$ cat src/rtl/zcode_decoder.sv
// zcode_decoder: turns a stream of 2-bit Z code symbols into bytes.
// Each symbol decodes to two data bits {X1,X2}; four symbols are packed
// MSB-first into one byte, which is queued in a small output FIFO.
//
// Handshake (both sides): a transfer happens on a rising edge where
// valid && ready are both high; valid must not depend on ready, and the
// producer holds its data stable until the transfer. in_ready is derived
// from registered state only, so there is no combinational path from
// out_ready or in_valid to in_ready.
module zcode_decoder #(
    parameter int FIFO_DEPTH = 2
) (
    input  logic        clk,
    input  logic        rst_n,
    input  logic        flush,
    input  logic        in_valid,
    input  logic [1:0]  in_z,
    output logic        in_ready,
    output logic        out_valid,
    output logic [7:0]  out_byte,
    input  logic        out_ready,
    output logic [15:0] byte_cnt,
    output logic [1:0]  dbg_state
);

    localparam int AW = $clog2(FIFO_DEPTH);
    localparam int CW = AW + 1;
    localparam logic [CW-1:0] FULL_LEVEL = CW'(FIFO_DEPTH);

    // Collector state = number of symbols already held for the current byte.
    typedef enum logic [1:0] {
        S0 = 2'd0,
        S1 = 2'd1,
        S2 = 2'd2,
        S3 = 2'd3
    } state_t;

    state_t          r_state;
    state_t          w_state_nxt;
    logic [5:0]      r_acc;
    logic [1:0]      w_x;
    logic [7:0]      w_byte;
    logic            w_in_xfer;
    logic            w_push;
    logic            w_pop;
    logic            w_full;
    logic            w_empty;
    logic [7:0]      r_mem [FIFO_DEPTH];
    logic [AW-1:0]   r_wr_ptr;
    logic [AW-1:0]   r_rd_ptr;
    logic [CW-1:0]   r_count;
    logic [15:0]     r_byte_cnt;

    // Symbol decode: X1 = Z2, X2 = ~(Z1 ^ Z2), with in_z = {Z1, Z2}.
    assign w_x    = {in_z[0], ~(in_z[1] ^ in_z[0])};
    // Earlier symbols sit in r_acc (oldest in the top bits); the current one fills [1:0].
    assign w_byte = {r_acc, w_x};

    assign w_full    = (r_count == FULL_LEVEL);
    assign w_empty   = (r_count == '0);

    // Only the last symbol of a group needs buffer space, so only S3 can stall.
    assign in_ready  = (r_state != S3) || !w_full;
    assign out_valid = !w_empty;
    assign out_byte  = w_empty ? 8'h00 : r_mem[r_rd_ptr];
    assign byte_cnt  = r_byte_cnt;
    assign dbg_state = r_state;

    // Flush overrides any transfer or pop on the same edge.
    assign w_in_xfer = in_valid && in_ready && !flush;
    assign w_push    = w_in_xfer && (r_state == S3);
    assign w_pop     = out_valid && out_ready && !flush;

    // Collector next state: advance one step per accepted symbol, flush returns to S0.
    always_comb begin
        w_state_nxt = r_state;
        if (flush) begin
            w_state_nxt = S0;
        end else if (w_in_xfer) begin
            case (r_state)
                S0:      w_state_nxt = S1;
                S1:      w_state_nxt = S2;
                S2:      w_state_nxt = S3;
                S3:      w_state_nxt = S0;
                default: w_state_nxt = S0;
            endcase
        end
    end

    // Collector state and partial-symbol shift register.
    always_ff @(posedge clk or negedge rst_n) begin
        if (!rst_n) begin
            r_state <= S0;
            r_acc   <= '0;
        end else begin
            r_state <= w_state_nxt;
            if (flush) begin
                r_acc <= '0;
            end else if (w_in_xfer) begin
                // In S3 the shifted value is stale but gets fully overwritten by the next group.
                r_acc <= {r_acc[3:0], w_x};
            end
        end
    end

    // FIFO storage; contents are only observable while the entry is valid.
    always_ff @(posedge clk) begin
        if (w_push) begin
            r_mem[r_wr_ptr] <= w_byte;
        end
    end

    // FIFO pointers and occupancy; simultaneous push and pop leave occupancy unchanged.
    always_ff @(posedge clk or negedge rst_n) begin
        if (!rst_n) begin
            r_wr_ptr <= '0;
            r_rd_ptr <= '0;
            r_count  <= '0;
        end else if (flush) begin
            r_wr_ptr <= '0;
            r_rd_ptr <= '0;
            r_count  <= '0;
        end else begin
            if (w_push) begin
                r_wr_ptr <= r_wr_ptr + AW'(1);
            end
            if (w_pop) begin
                r_rd_ptr <= r_rd_ptr + AW'(1);
            end
            case ({w_push, w_pop})
                2'b10:   r_count <= r_count + CW'(1);
                2'b01:   r_count <= r_count - CW'(1);
                default: r_count <= r_count;
            endcase
        end
    end

    // Popped-byte counter; survives flush, wraps naturally at 16 bits.
    always_ff @(posedge clk or negedge rst_n) begin
        if (!rst_n) begin
            r_byte_cnt <= '0;
        end else if (w_pop) begin
            r_byte_cnt <= r_byte_cnt + 16'd1;
        end
    end

endmodule

$ cat config.mk
export PLATFORM = sky130hd
export DESIGN_NAME = zcode_decoder
export DESIGN_NICKNAME = d
export VERILOG_FILES = /design/src/rtl/zcode_decoder.sv
export SDC_FILE = /design/constraint.sdc
export NUM_CORES = 1
export LEC_CHECK = 0
export BUFFER_PORTS_ARGS = -buffer_cell sky130_fd_sc_hd__buf_4
export CAP_MARGIN = 25
export CORE_MARGIN = 3
export CORE_UTILIZATION = 45
export CTS_BUF_LIST = sky130_fd_sc_hd__clkbuf_16
export DETAILED_ROUTE_END_ITERATION = 8
export PLACE_DENSITY = 0.68
export SYNTH_ARGS = -nofsm -noshare
export SYNTH_HDL_FRONTEND = slang
export SYNTH_SLANG_ARGS = --single-unit
$ cat constraint.sdc
create_clock -name clk -period 4.2 [get_ports clk]
set_input_delay 0.63 -clock clk [delete_from_list [all_inputs] [get_ports clk]]
set_output_delay 0.63 -clock clk [all_outputs]
set_load 0.01 [all_outputs]
## After elaboration in Yosys (flattened, before gate mapping)

Memories as Yosys holds them, arrays and structs flattened.
Index checks and enable logic that the tools add are counted.
Widths: inputs -> output; s select.

- Memories: 1
- Bits in writable memories: 16
- Output and inout port bits: 28
- Bits in registers: 28

Memories:

| memory | depth | width | rd ports | clocked after memory_dff | write ports | line | text |
|---|---|---|---|---|---|---|---|
| r_mem | 2 | 8 | 1 | 0 | 1 | 48 | `logic [7:0] r_mem [FIFO_DEPTH];` |

- Mux-type cells: 14
- Reductions and logical operators: 15
- Eq/ne operators: 7
- Bitwise operators: 2
- $add $sub $neg: 5

Operator list:

| operator | number |
|---|---|
| $add 16x1->16 const B | 1 |
| $mux 6 | 2 |
| $eq 2x2->1 const B | 4 |
| $mux 8 | 1 |
| $pmux 2 s4 | 1 |
| $mux 1 | 6 |
| $mux 2 | 3 |
| $reduce_bool 2->1 | 3 |
| $logic_and 1x1->1 | 5 |
| $eq 2x1->1 const B | 2 |
| $logic_not 2->1 | 2 |
| $pmux 2 s2 | 1 |
| $logic_not 1->1 | 3 |
| $reduce_bool 3->1 | 1 |
| $add 1x1->1 const B | 2 |
| $add 2x1->2 const B | 1 |
| $ne 2x2->1 const B | 1 |
| $sub 2x1->2 const B | 1 |
| $logic_or 1x1->1 | 1 |
| $not 1->1 | 1 |
| $xor 1x1->1 | 1 |

## Longest topological paths before layout

Gate-level depths: netlist (run 1).

- Depth after elaboration: 9
- Mapped depth: 6
- Gate-level depth less buffers: 6

## Worst setup path after synthesis (run 1)

Ideal clock, no wire load.

- Path type: reg2reg
- Start: register r_state[0], in the netlist dbg_state[0]
- End: memory r_mem[0][0], enable pin
- Buffers on the path: 0
- Stages on the path, launching flop included: 6
- Setup slack: 2.169 ns
- Library setup time: 0.370 ns
- Required time: 3.830 ns
- Clock period less this slack: 2.031 ns
- Arrival: 1.660 ns
- Path through: dfrtp_1 ha_1 and3b_1 nor3b_4 nand2_1 nor2_1

- Cells in the longest elaborated chain, start to end: 7

Ends and longest elaborated chain:

| item | line | text |
|---|---|---|
| start: declaration | 38 | `state_t r_state;` |
| start signal: assignment | 96 | `r_state <= w_state_nxt;` |
| $ne 2x2->1 | 63 | `assign in_ready = (r_state != S3) \|\| !w_full;` |
| $logic_or 1x1->1 | 63 |  |
| $logic_and 1x1->1 (2 in a row) | 70 | `assign w_in_xfer = in_valid && in_ready && !flush;` |
| $logic_and 1x1->1 * | 71 | `assign w_push = w_in_xfer && (r_state == S3);` |
| $mux 1 * | 108 | `if (w_push) begin` |
| $mux 1 (implied by the code) * | 109 | `r_mem[r_wr_ptr] <= w_byte;` |
| end: declaration | 48 |  |

Mark *: on every way between the ends. The rest lies on a longest branch, timed or not.

## Final worst setup path (run 1)

- Start: register r_state[0], in the netlist dbg_state[0]
- End: memory r_mem[0][4], enable pin

The elaborated chain is that of the path after synthesis.

==> results of run 1 <==
## kinds of logic (layout without fill, tap and decap cells)
logic type	count (synthesis)	in the layout
compound gates	17	17
xor+xnor	17	17
fa+ha+maj	4	4
buf+inv	6	46
flops	44	44
mux	9	9
simple gates	49	49
## sequential cells by signal (all words and copies together), names as in the netlist
register,count
dbg_state,2
r_acc,6
r_rd_ptr,1
r_wr_ptr,1
byte_cnt,16
r_count,2
r_mem,16
## synth_stat cells
master     n  area, um2
dfrtp_1   28      700.7
edfxtp_1  16      480.5
nor2_1    13      48.80
xnor2_1   12      105.1
nand2_1   11      41.29
nand3_1    9      45.04
mux2i_1    8      80.08
a22o_1     7      61.31
xor2_1     5      43.79
ha_1       4      50.05
inv_1      4      15.01
and3_1     3      18.77
a21oi_1    2      10.01
buf_2      2      10.01
nand4_1    2      12.51
nor3_1     2      10.01
nor4_4     2      42.54
o21ai_0    2      10.01
o21bai_1   2      15.01
a21oi_2    1      8.760
a31oi_1    1      6.260
and3b_1    1      8.760
mux2_2     1      11.26
nand3b_1   1      7.510
nor2b_1    1      6.260
nor3_2     1      10.01
nor3b_1    1      7.510
nor3b_4    1      18.77
o211ai_1   1      7.510
o21ai_2    1      8.760
or3_1      1      6.260
## power groups by stage
stage / Combinational (mW) / Sequential [mW] / Clock (mW)
after detailed placement: 0.0390 / 0.467 / 0
final: 0.0384 / 0.459 / 0.355
after global placement: 0.0373 / 0.466 / 0
after floorplan: 0.0167 / 0.466 / 0
after CTS: 0.0394 / 0.459 / 0.368
after global routing: 0.0434 / 0.460 / 0.390
## routing by layer
layer  part of all wire (%)  wire length, um
met1                     45             1565
met2                     48             1673
met3                    5.2              180
met4                   0.96               33
met5                      0                0
## worst reg2reg max path, stage by stage, from the launching register on
cell and delay [ns]:
dfrtp_1 0.42, ha_1 0.26, and3b_1 0.24, nor3b_4 0.38, nand2_1 0.09, nor2_1 0.54
## layout make-up
type	instances	area (um2)
tap	50	62.56
timing repair buffer	34	255.2
clock inverter	3	12.51
sequential	44	1181
inverter	4	15.01
fill	331	1704
multi-input combinational	96	701.9
clock buffer	5	125.1
## worst paths after layout
check / to / start / depth (start not counted)
max: r_mem[0][4] / dbg_state[0] / 5
min: byte_cnt[12] / rst_n / 1
max reg2reg: r_mem[0][4] / dbg_state[0] / 5
min reg2reg: byte_cnt[15] / byte_cnt[15] / 1
max in group asynchronous: r_rd_ptr / rst_n / 1
min in group clk: byte_cnt[15] / byte_cnt[15] / 1
## placed cells by master (no fill, tap or decap), types with 2 or more instances in the layout
cell type	Yosys	routed
o21ai_0	2	2
inv_1	4	6
a21oi_1	2	2
nand4_1	2	2
and3_1	3	3
nor3_1	2	2
buf_4	0	34
edfxtp_1	16	16
nand3_1	9	9
ha_1	4	4
dfrtp_1	28	28
mux2i_1	8	8
xor2_1	5	5
xnor2_1	12	12
o21bai_1	2	2
clkbuf_16	0	5
a22o_1	7	7
nand2_1	11	11
nor2_1	13	13
nor4_4	2	2
## per-stage QoR
step	hold slack [ns]	area, um2	power (mW)
after CTS	0.2826	2354	0.8659
final	0.2722	2354	0.8520
after detailed placement	0.4740	2216	0.5061
after floorplan	0.3344	1908	0.4832
after global placement	0.4605	2216	0.5033
after global routing	0.2913	2354	0.8928
==> flow_summary.yaml, run 1 <==
outcome:
  status: "complete, no violations"
yosys:
  syn_area_um2: 1908
  ys_ff_latch: 44
  ys_warn_count: 0
  synth.area.mux_share_pct: 4.787
  synthSimpleGateAreaFrac_pct: 14.89
  syn_inst: 146
  synth-xor-area-share_pct: 7.803
  synth.avg_cell_area_um2: 13.07
  synth_adder_area_share_pct: 2.623
  synth_nets: 157
  synth-seq-area-share_pct: 61.90
  synth_top_family_by_area: "simple AND/OR/NAND/NOR gates"
  synth_compound_area_share_pct: 6.689
  ys_types: 31
pwr:
  power.switching_mw: 0.1696
  p_int_mw: 0.6824
  peakVddDrop_uv: 208.3
  netSwitchingFraction_pct: 19.90
  powerDensity_nw_per_um2: 362.0
  p_comb_share_pct: 4.5
  pwr-share-clk_pct: 41.6
  seq_power_share_pct: 53.9
  leakage_nw: 1.048
clocking:
  path_clk_slew_ns: 0.06
  htreeDepth: 2
  postCtsHoldBufs: 0
  root_buffer: "clkbuf_16"
  cts-resized-gates: 0
  clock_latency_ns: 0.28
  cts_buffers: 5
  cts_tree: "built"
  clk_path_buf_depth: 2
  cts_sinks: 44
  post_cts_buffers: 0
drt:
  initialDrtViolationCount: 47
  detail_route.first_pass.iterations: 4
  wire_per_inst_um: 14.63
  drc_errors: 0
  viasPerCell: 5.203
  drt-total-wl_um: 3452
  ant_nets: 0
  routed-via-count: 1228
timing:
  min_period_ns: 2.294
  hold_viol: 0
  relSlewSlack_pct: 51.27
  worst_clock_skew_ns: 0.002023
  fin_ws_ns: 1.906
  worstMarginPinSlew_ns: 0.7283
  setup_viol_count_final: 0
  tns_ns: 0
  fin_crit_sh_pct: 54.62
  slew_violations: 0
  rsz0062_at_grt: "no"
  fmax_ghz: 0.4359
worst_setup_path:
  path_cells: "ha_1 > and3b_1 > nor3b_4 > nand2_1 > nor2_1"
  path_max_fanout: 10
  critPathLaunchType: "flip-flop"
  end_kind: "flip-flop"
  slowest_stage: "nor2_1"
  critPathKind: "reg -> reg"
  crit_required_ns: 4.11
  rrSetupSlack_ns: 1.91
  critPathArrivalTime_ns: 2.20
  cp_num_buf_inv: 0
  crit_family: "simple AND/OR/NAND/NOR gates"
  cp_slowest_stage_delay_ns: 0.54
layout:
  instances_no_fill: 236
  drive_gt1_share_pct: 25.27
  syn_to_final_growth_pct: 23.34
  nets: 196
  final_core_util_pct: 58.00
  diodes: 0
placement:
  port_buffers: 34
  gp_congestion: 0.7861
  dp_hpwl_um: 2485
  post-place-ws_ns: 1.897
  dp_cells: 228
global_route:
  grt_usage_pct: 15.07
  antenna_found_initial: 0
  globalRoute.totalOverflow: 0
  grt_max_degree: 29
  grt_first_pass_wirelength_um: 5899
  grt_busiest_layer: "met2"
  gr-usage-met2_pct: 24.41
  grtUsageMet1_pct: 19.29
  grt_pass1_vias: 1238
  use_met3_pct: 4.688
min_path:
  hold_path_class: "in -> async"
die:
  rows: 23
  die_w_um: 71.12
  start_util_pct: 47.02
  ios: 35
  dieArea_um2: 5057
  die_y_um: 71.12
  coreArea_um2: 4058
job:
  maxCapViolCount: 0
Power figures use the tool's default switching activity.
==> run 2, diff against run 1 <==
--- a/config.mk
+++ b/config.mk
@@ -5,13 +5,14 @@
 export SDC_FILE = /design/constraint.sdc
 export NUM_CORES = 1
 export LEC_CHECK = 0
+export ABC_AREA = 1
 export BUFFER_PORTS_ARGS = -buffer_cell sky130_fd_sc_hd__buf_4
 export CAP_MARGIN = 25
 export CORE_MARGIN = 3
 export CORE_UTILIZATION = 45
 export CTS_BUF_LIST = sky130_fd_sc_hd__clkbuf_16
 export DETAILED_ROUTE_END_ITERATION = 8
-export PLACE_DENSITY = 0.68
+export PLACE_DENSITY = 0.67
 export SYNTH_ARGS = -nofsm -noshare
 export SYNTH_HDL_FRONTEND = slang
 export SYNTH_SLANG_ARGS = --single-unit
==> constraint.sdc (replaced) <==
create_clock -name clk -period 2.3 [get_ports clk]
set_input_delay 0.345 -clock clk [delete_from_list [all_inputs] [get_ports clk]]
set_output_delay 0.345 -clock clk [all_outputs]
set_load 0.01 [all_outputs]
==> run 2 against run 1 <==
Compared with the run above:
- register-to-register slack got worse by 1.2 ns
- clock power increased by 130%
- critical path type is now reg -> out
- sequential power increased by 130%
- sequential cell count unchanged
- core utilization increased by 1.1 points
- largest cell class unchanged
==> flow_summary.yaml, run 2 <==
worst_setup_path:
  end_kind: "output port"
  startpoint: "r_rd_ptr"
  reg2reg_depth: 6
  critPathLaunchType: "flip-flop"
  r2r_end: "byte_cnt[6]"
  critPathKind: "reg -> out"
  crit_path_end: "out_byte[5]"
  crit_required_ns: 1.96
  path_max_fanout: 10
  r2r_start: "byte_cnt[0]"
  critPathArrivalTime_ns: 1.54
  rrSetupSlack_ns: 0.71
layout:
  seqCellArea_um2: 1181
  drive_gt1_share_pct: 19.59
  final_cell_mix: "nand2_1 (84), buf_4 (38), dfrtp_1 (28)"
  layout_commonest_cell: "nand2_1"
  multi_input_area_um2: 845.8
  instances_no_fill: 343
  fillers: 410
  nets: 301
  syn_to_final_growth_pct: 23.32
  diodes: 0
drt:
  ant_nets: 0
  initialDrtViolationCount: 123
  drt-total-wl_um: 4586
  viasPerCell: 5.105
  routed-via-count: 1751
  drc_errors: 0
  wl_met3_um: 328
  top_layer_used: "met4"
  wire_per_inst_um: 13.37
  detail_route.first_pass.iterations: 4
  wl_met2_um: 1984
  m1WireLength_um: 2201
global_route:
  grt_max_degree: 29
  grt_usage_pct: 17.86
  grt_pass1_vias: 1583
  antenna_found_initial: 0
  grt_first_pass_wirelength_um: 7514
  globalRoute.totalOverflow: 0
clocking:
  post_cts_buffers: 0
  clk_path_buf_depth: 2
  root_buffer: "clkbuf_16"
  htreeDepth: 2
  cts_buffers: 5
  path_clk_slew_ns: 0.06
  clock_latency_ns: 0.28
  cts_sinks: 44
  cts_tree: "built"
yosys:
  synth.avg_cell_area_um2: 8.698
  ys_ff_latch: 44
  syn_area_um2: 2157
  synth-seq-area-share_pct: 54.76
  synth_common_cells: "nand2_1 (84), dfrtp_1 (28), inv_1 (22), nor2_1 (22), edfxtp_1 (16)"
  ys_types: 24
  synth_top_area_share_pct: 32.48
  synth.most_common_cell: "nand2_1"
  synth_nets: 259
  ys.flop_type: "dfrtp_1"
  synth_edf_count: 16
  synth_largest_area_cell: "dfrtp_1"
  synthTopCellsByArea: "dfrtp_1 (32%), edfxtp_1 (22%), nand2_1 (15%), inv_1 (3.8%), nor2_1 (3.8%)"
  ys_warn_count: 0
  synth-async-reset-ratio_pct: 63.64
  syn_inst: 248
outcome:
  status: "complete, no violations"
timing:
  worst_clock_skew_ns: 0.002440
  hold_viol: 0
  relSlewSlack_pct: 56.14
  worstMarginPinSlew_ns: 0.6555
  setup_viol_count_final: 0
  min_period_ns: 1.888
  rsz0062_at_grt: "no"
  tns_ns: 0
  fin_crit_sh_pct: 82.08
  slew_violations: 0
  fmax_ghz: 0.5297
placement:
  port_buffers: 34
  dp_cells: 334
  dp_hpwl_um: 3228
  gp_congestion: 0.8238
die:
  die_y_um: 75.24
  start_util_pct: 47.89
  dieArea_um2: 5660
  ios: 35
  rows: 24
  die_w_um: 75.24
  coreArea_um2: 4504
pwr:
  powerDensity_nw_per_um2: 977.7
  leakage_nw: 1.253
  peakVddDrop_uv: 463.2
min_path:
  hold_start: "in_z[0]"
  hold_path_class: "in -> reg"
job:
  maxCapViolCount: 0
run 2: logic make-up after synthesis:
family | synth area share [%]
simple gates | 26.97
buf+inv | 6.032
fa+ha+maj | 2.320
compound gates | 6.670
flops | 54.76
xor+xnor | 3.248
run 2: timing repair:
action	CTS	global route
setup endpoints to repair	0	0
hold endpoints to repair	28	0
resized for setup	0	0
hold buffers	1	0
run 2: how the worst min path moves through the flow:
stage                         endpoint  depth (start not counted)
final                      r_mem[1][1]                          1
after detailed placement  byte_cnt[14]                          1
after global placement    byte_cnt[13]                          1
after floorplan            byte_cnt[0]                          0
after CTS                  r_mem[1][1]                          1
after global routing       r_mem[1][1]                          1
run 2: cell type report:
type                    instances  area share, %
inverters                      27          3.810
multi-input cells             173          31.80
flip-flops and latches         44          44.40
clock inverters                 3          1.740
clock buffers                   5          4.704
repair buffers                 39          11.10
well taps                      52          2.446
run 2: report_power, final:
part           switching [mW]  leakage [nW]  internal, mW
Combinational           0.403         0.653         0.308
Sequential              0.149         0.520         0.923
Clock                   0.302        0.0804         0.516
run 2: critical path, stage by stage, from the launching register on:
cell and delay, ns:
dfrtp_1 0.51, clkinv_1 0.35, nand2_1 0.15, a21oi_1 0.07, buf_4 0.18
run 2: through the flow:
stage / hold slack [ns] / utilization [%] / instance area, um2 / setup slack (ns) / power (mW)
after floorplan: 0.04941 / - / 2157 / 0.7392 / 1.464
after global placement: 0.2923 / 55.03 / 2479 / 0.7146 / 1.782
after detailed placement: 0.2907 / 55.03 / 2479 / 0.6788 / 1.800
after CTS: 0.2710 / 59.06 / 2660 / 0.3601 / 2.626
after global routing: 0.2688 / 59.06 / 2660 / 0.2924 / 2.756
final: 0.2737 / 59.06 / 2660 / 0.4121 / 2.601
run 2: layer usage:
layer  GRT usage, %  vias up
met4          6.214        0
met1          25.19      811
met3          4.539        8
met5              0        -
met2          26.89       48
li1               -      884
==> run 3, diff against run 2 <==
--- a/config.mk
+++ b/config.mk
@@ -5,14 +5,14 @@
 export SDC_FILE = /design/constraint.sdc
 export NUM_CORES = 1
 export LEC_CHECK = 0
-export ABC_AREA = 1
+export ABC_AREA = 0
 export BUFFER_PORTS_ARGS = -buffer_cell sky130_fd_sc_hd__buf_4
 export CAP_MARGIN = 25
 export CORE_MARGIN = 3
 export CORE_UTILIZATION = 45
 export CTS_BUF_LIST = sky130_fd_sc_hd__clkbuf_16
 export DETAILED_ROUTE_END_ITERATION = 8
-export PLACE_DENSITY = 0.67
+export PLACE_DENSITY = 0.68
 export SYNTH_ARGS = -nofsm -noshare
 export SYNTH_HDL_FRONTEND = slang
 export SYNTH_SLANG_ARGS = --single-unit
==> constraint.sdc (replaced) <==
create_clock -name clk -period 1.91 [get_ports clk]
set_input_delay 0.2865 -clock clk [delete_from_list [all_inputs] [get_ports clk]]
set_output_delay 0.2865 -clock clk [all_outputs]
set_load 0.01 [all_outputs]
==> run 3 against run 2 <==
Compared with the run above:
- via count fell by 28%
- hold slack got worse by 0.050 ns
- sequential share of layout area rose by 4.6 points
- non-clock buffer count rose by 1
- die area fell by 11%
- final cell count fell by 29%
==> flow_summary.yaml, run 3 (synthesis results as in run 1) <==
placement:
  port_buffers: 34
  post-place-ws_ns: -0.008592
  dp_hpwl_um: 2491
  gp_congestion: 0.7456
drt:
  initialDrtViolationCount: 44
  ant_nets: 0
  wire_per_inst_um: 14.17
  routed-via-count: 1258
  drt-total-wl_um: 3430
  detail_route.first_pass.iterations: 4
  drc_errors: 0
  viasPerCell: 5.198
die:
  start_util_pct: 47.02
  die_w_um: 71.12
  die_y_um: 71.12
  dieArea_um2: 5057
  coreArea_um2: 4058
  rows: 23
  ios: 35
layout:
  nets: 202
  syn_to_final_growth_pct: 26.36
  final_core_util_pct: 59.42
  drive_gt1_share_pct: 28.65
  layout_commonest_cell: "buf_4"
  diodes: 0
  fillers: 334
  final_cell_mix: "buf_4 (39), dfrtp_1 (28), edfxtp_1 (16)"
timing:
  slew_violations: 0
  hold_ws_ns: 0.2239
  hold_viol: 0
  worst_clock_skew_ns: 0.003611
  relSlewSlack_pct: 67.13
  worstMarginPinSlew_ns: 0.4931
  fin_ws_ns: 0.1664
  setup_viol_count_final: 0
  fmax_ghz: 0.5735
  rsz0062_at_grt: "no"
  fin_crit_sh_pct: 91.29
  min_period_ns: 1.744
clocking:
  clk_path_buf_depth: 2
  cts_buffers: 5
  cts_sinks: 44
  post_cts_buffers: 0
  root_buffer: "clkbuf_16"
  cts_tree: "built"
  clock_latency_ns: 0.27
  htreeDepth: 2
  path_clk_slew_ns: 0.05
worst_setup_path:
  startpoint: "dbg_state[0]"
  critPathArrivalTime_ns: 1.72
  crit_required_ns: 1.89
  path_cells: "ha_2 > and3b_2 > nor3b_4 > nand2_1 > nor2_2 > buf_4"
  path_max_fanout: 8
  r2r_start: "dbg_state[0]"
  critPathLaunchType: "flip-flop"
  critPathKind: "reg -> reg"
  cp_slowest_stage_delay_ns: 0.41
  slowest_stage: "dfrtp_1"
  end_kind: "flip-flop"
global_route:
  antenna_found_initial: 0
  grt_usage_pct: 14.46
  grt_max_degree: 29
  grt_first_pass_wirelength_um: 5720
  globalRoute.totalOverflow: 0
  grt_pass1_vias: 1215
job:
  maxCapViolCount: 0
min_path:
  hold_path_class: "in -> reg"
  hold_start: "in_z[0]"
outcome:
  status: "complete, no violations"
pwr:
  leakage_nw: 1.066
  peakVddDrop_uv: 428.2
  powerDensity_nw_per_um2: 779.5
## run 3: cell count changes in the layout (fill, tap and decap cells not counted), sizes merged, moves of 8 or more
cell   previous run  this run
xnor2             2        12
nor2             25        13
inv              27         5
mux2i             0         8
nand2            86        11
o21ai            16         3
## run 3: report_power, final
group	total, mW	leakage, nW	internal, mW	switching [mW]
sequential	1.01	0.534	0.993	0.0144
clock	0.777	0.0701	0.470	0.308
combinational	0.0947	0.462	0.0434	0.0513
total	1.88	1.07	1.51	0.373
## run 3: area by class of cell
class	instances	area, um2	area share, %
timing repair buffer	40	302.8	12.56
multi-input combinational	96	713.2	29.58
inverter	4	15.01	0.6227
sequential	44	1181	48.99
clock buffer	5	125.1	5.189
clock inverter	3	11.26	0.4670
tap	50	62.56	2.595
## run 3: final timing paths
kind	end	slack, ns	depth (start not counted)
setup reg to reg	r_mem[0][3]	0.17	6
setup / recovery	r_mem[0][3]	0.17	6
max in group asynchronous	r_acc[1]	1.17	2
hold / removal	r_mem[1][1]	0.22	1
min in group asynchronous	byte_cnt[12]	0.47	2
hold reg to reg	byte_cnt[15]	0.47	1
## run 3: worst max-delay path: cells and delay by family, from the launching register on
family	cells	cell delay [ns]
DFF	1	0.41
and+or+nand+nor	4	0.65
buffers and inverters	1	0.17
adders and majority gates	1	0.22
## run 3: per-layer routing
metal	global-route usage [%]	wire length, um	vias to the layer above
met3	4.688	141	2
met2	24.41	1720	24
met5	0	0	-
li1	-	-	617
met1	18.06	1549	615
met4	3.549	19	0
## run 3: what timing repair did
item / in CTS / in global routing
setup endpoints to repair: 8 / 8
resized for setup: 1 / 3
endpoints found under the hold margin: 28 / 0
hold buffers: 1 / 0
## run 3: metrics by stage
| stage | cells | power (mW) | setup TNS [ns] | area (um2) |
|---|---|---|---|---|
| 2_1_floorplan | 146 | 1.063 | 0 | 1911 |
| 4_1_cts | 242 | 1.903 | 0 | 2404 |
| 5_1_grt | 242 | 1.962 | 0 | 2411 |
| 3_3_place_gp | 233 | 1.113 | 0 | 2256 |
| 3_5_place_dp | 233 | 1.120 | -0.06694 | 2256 |
| 6_report | 242 | 1.879 | 0 | 2411 |
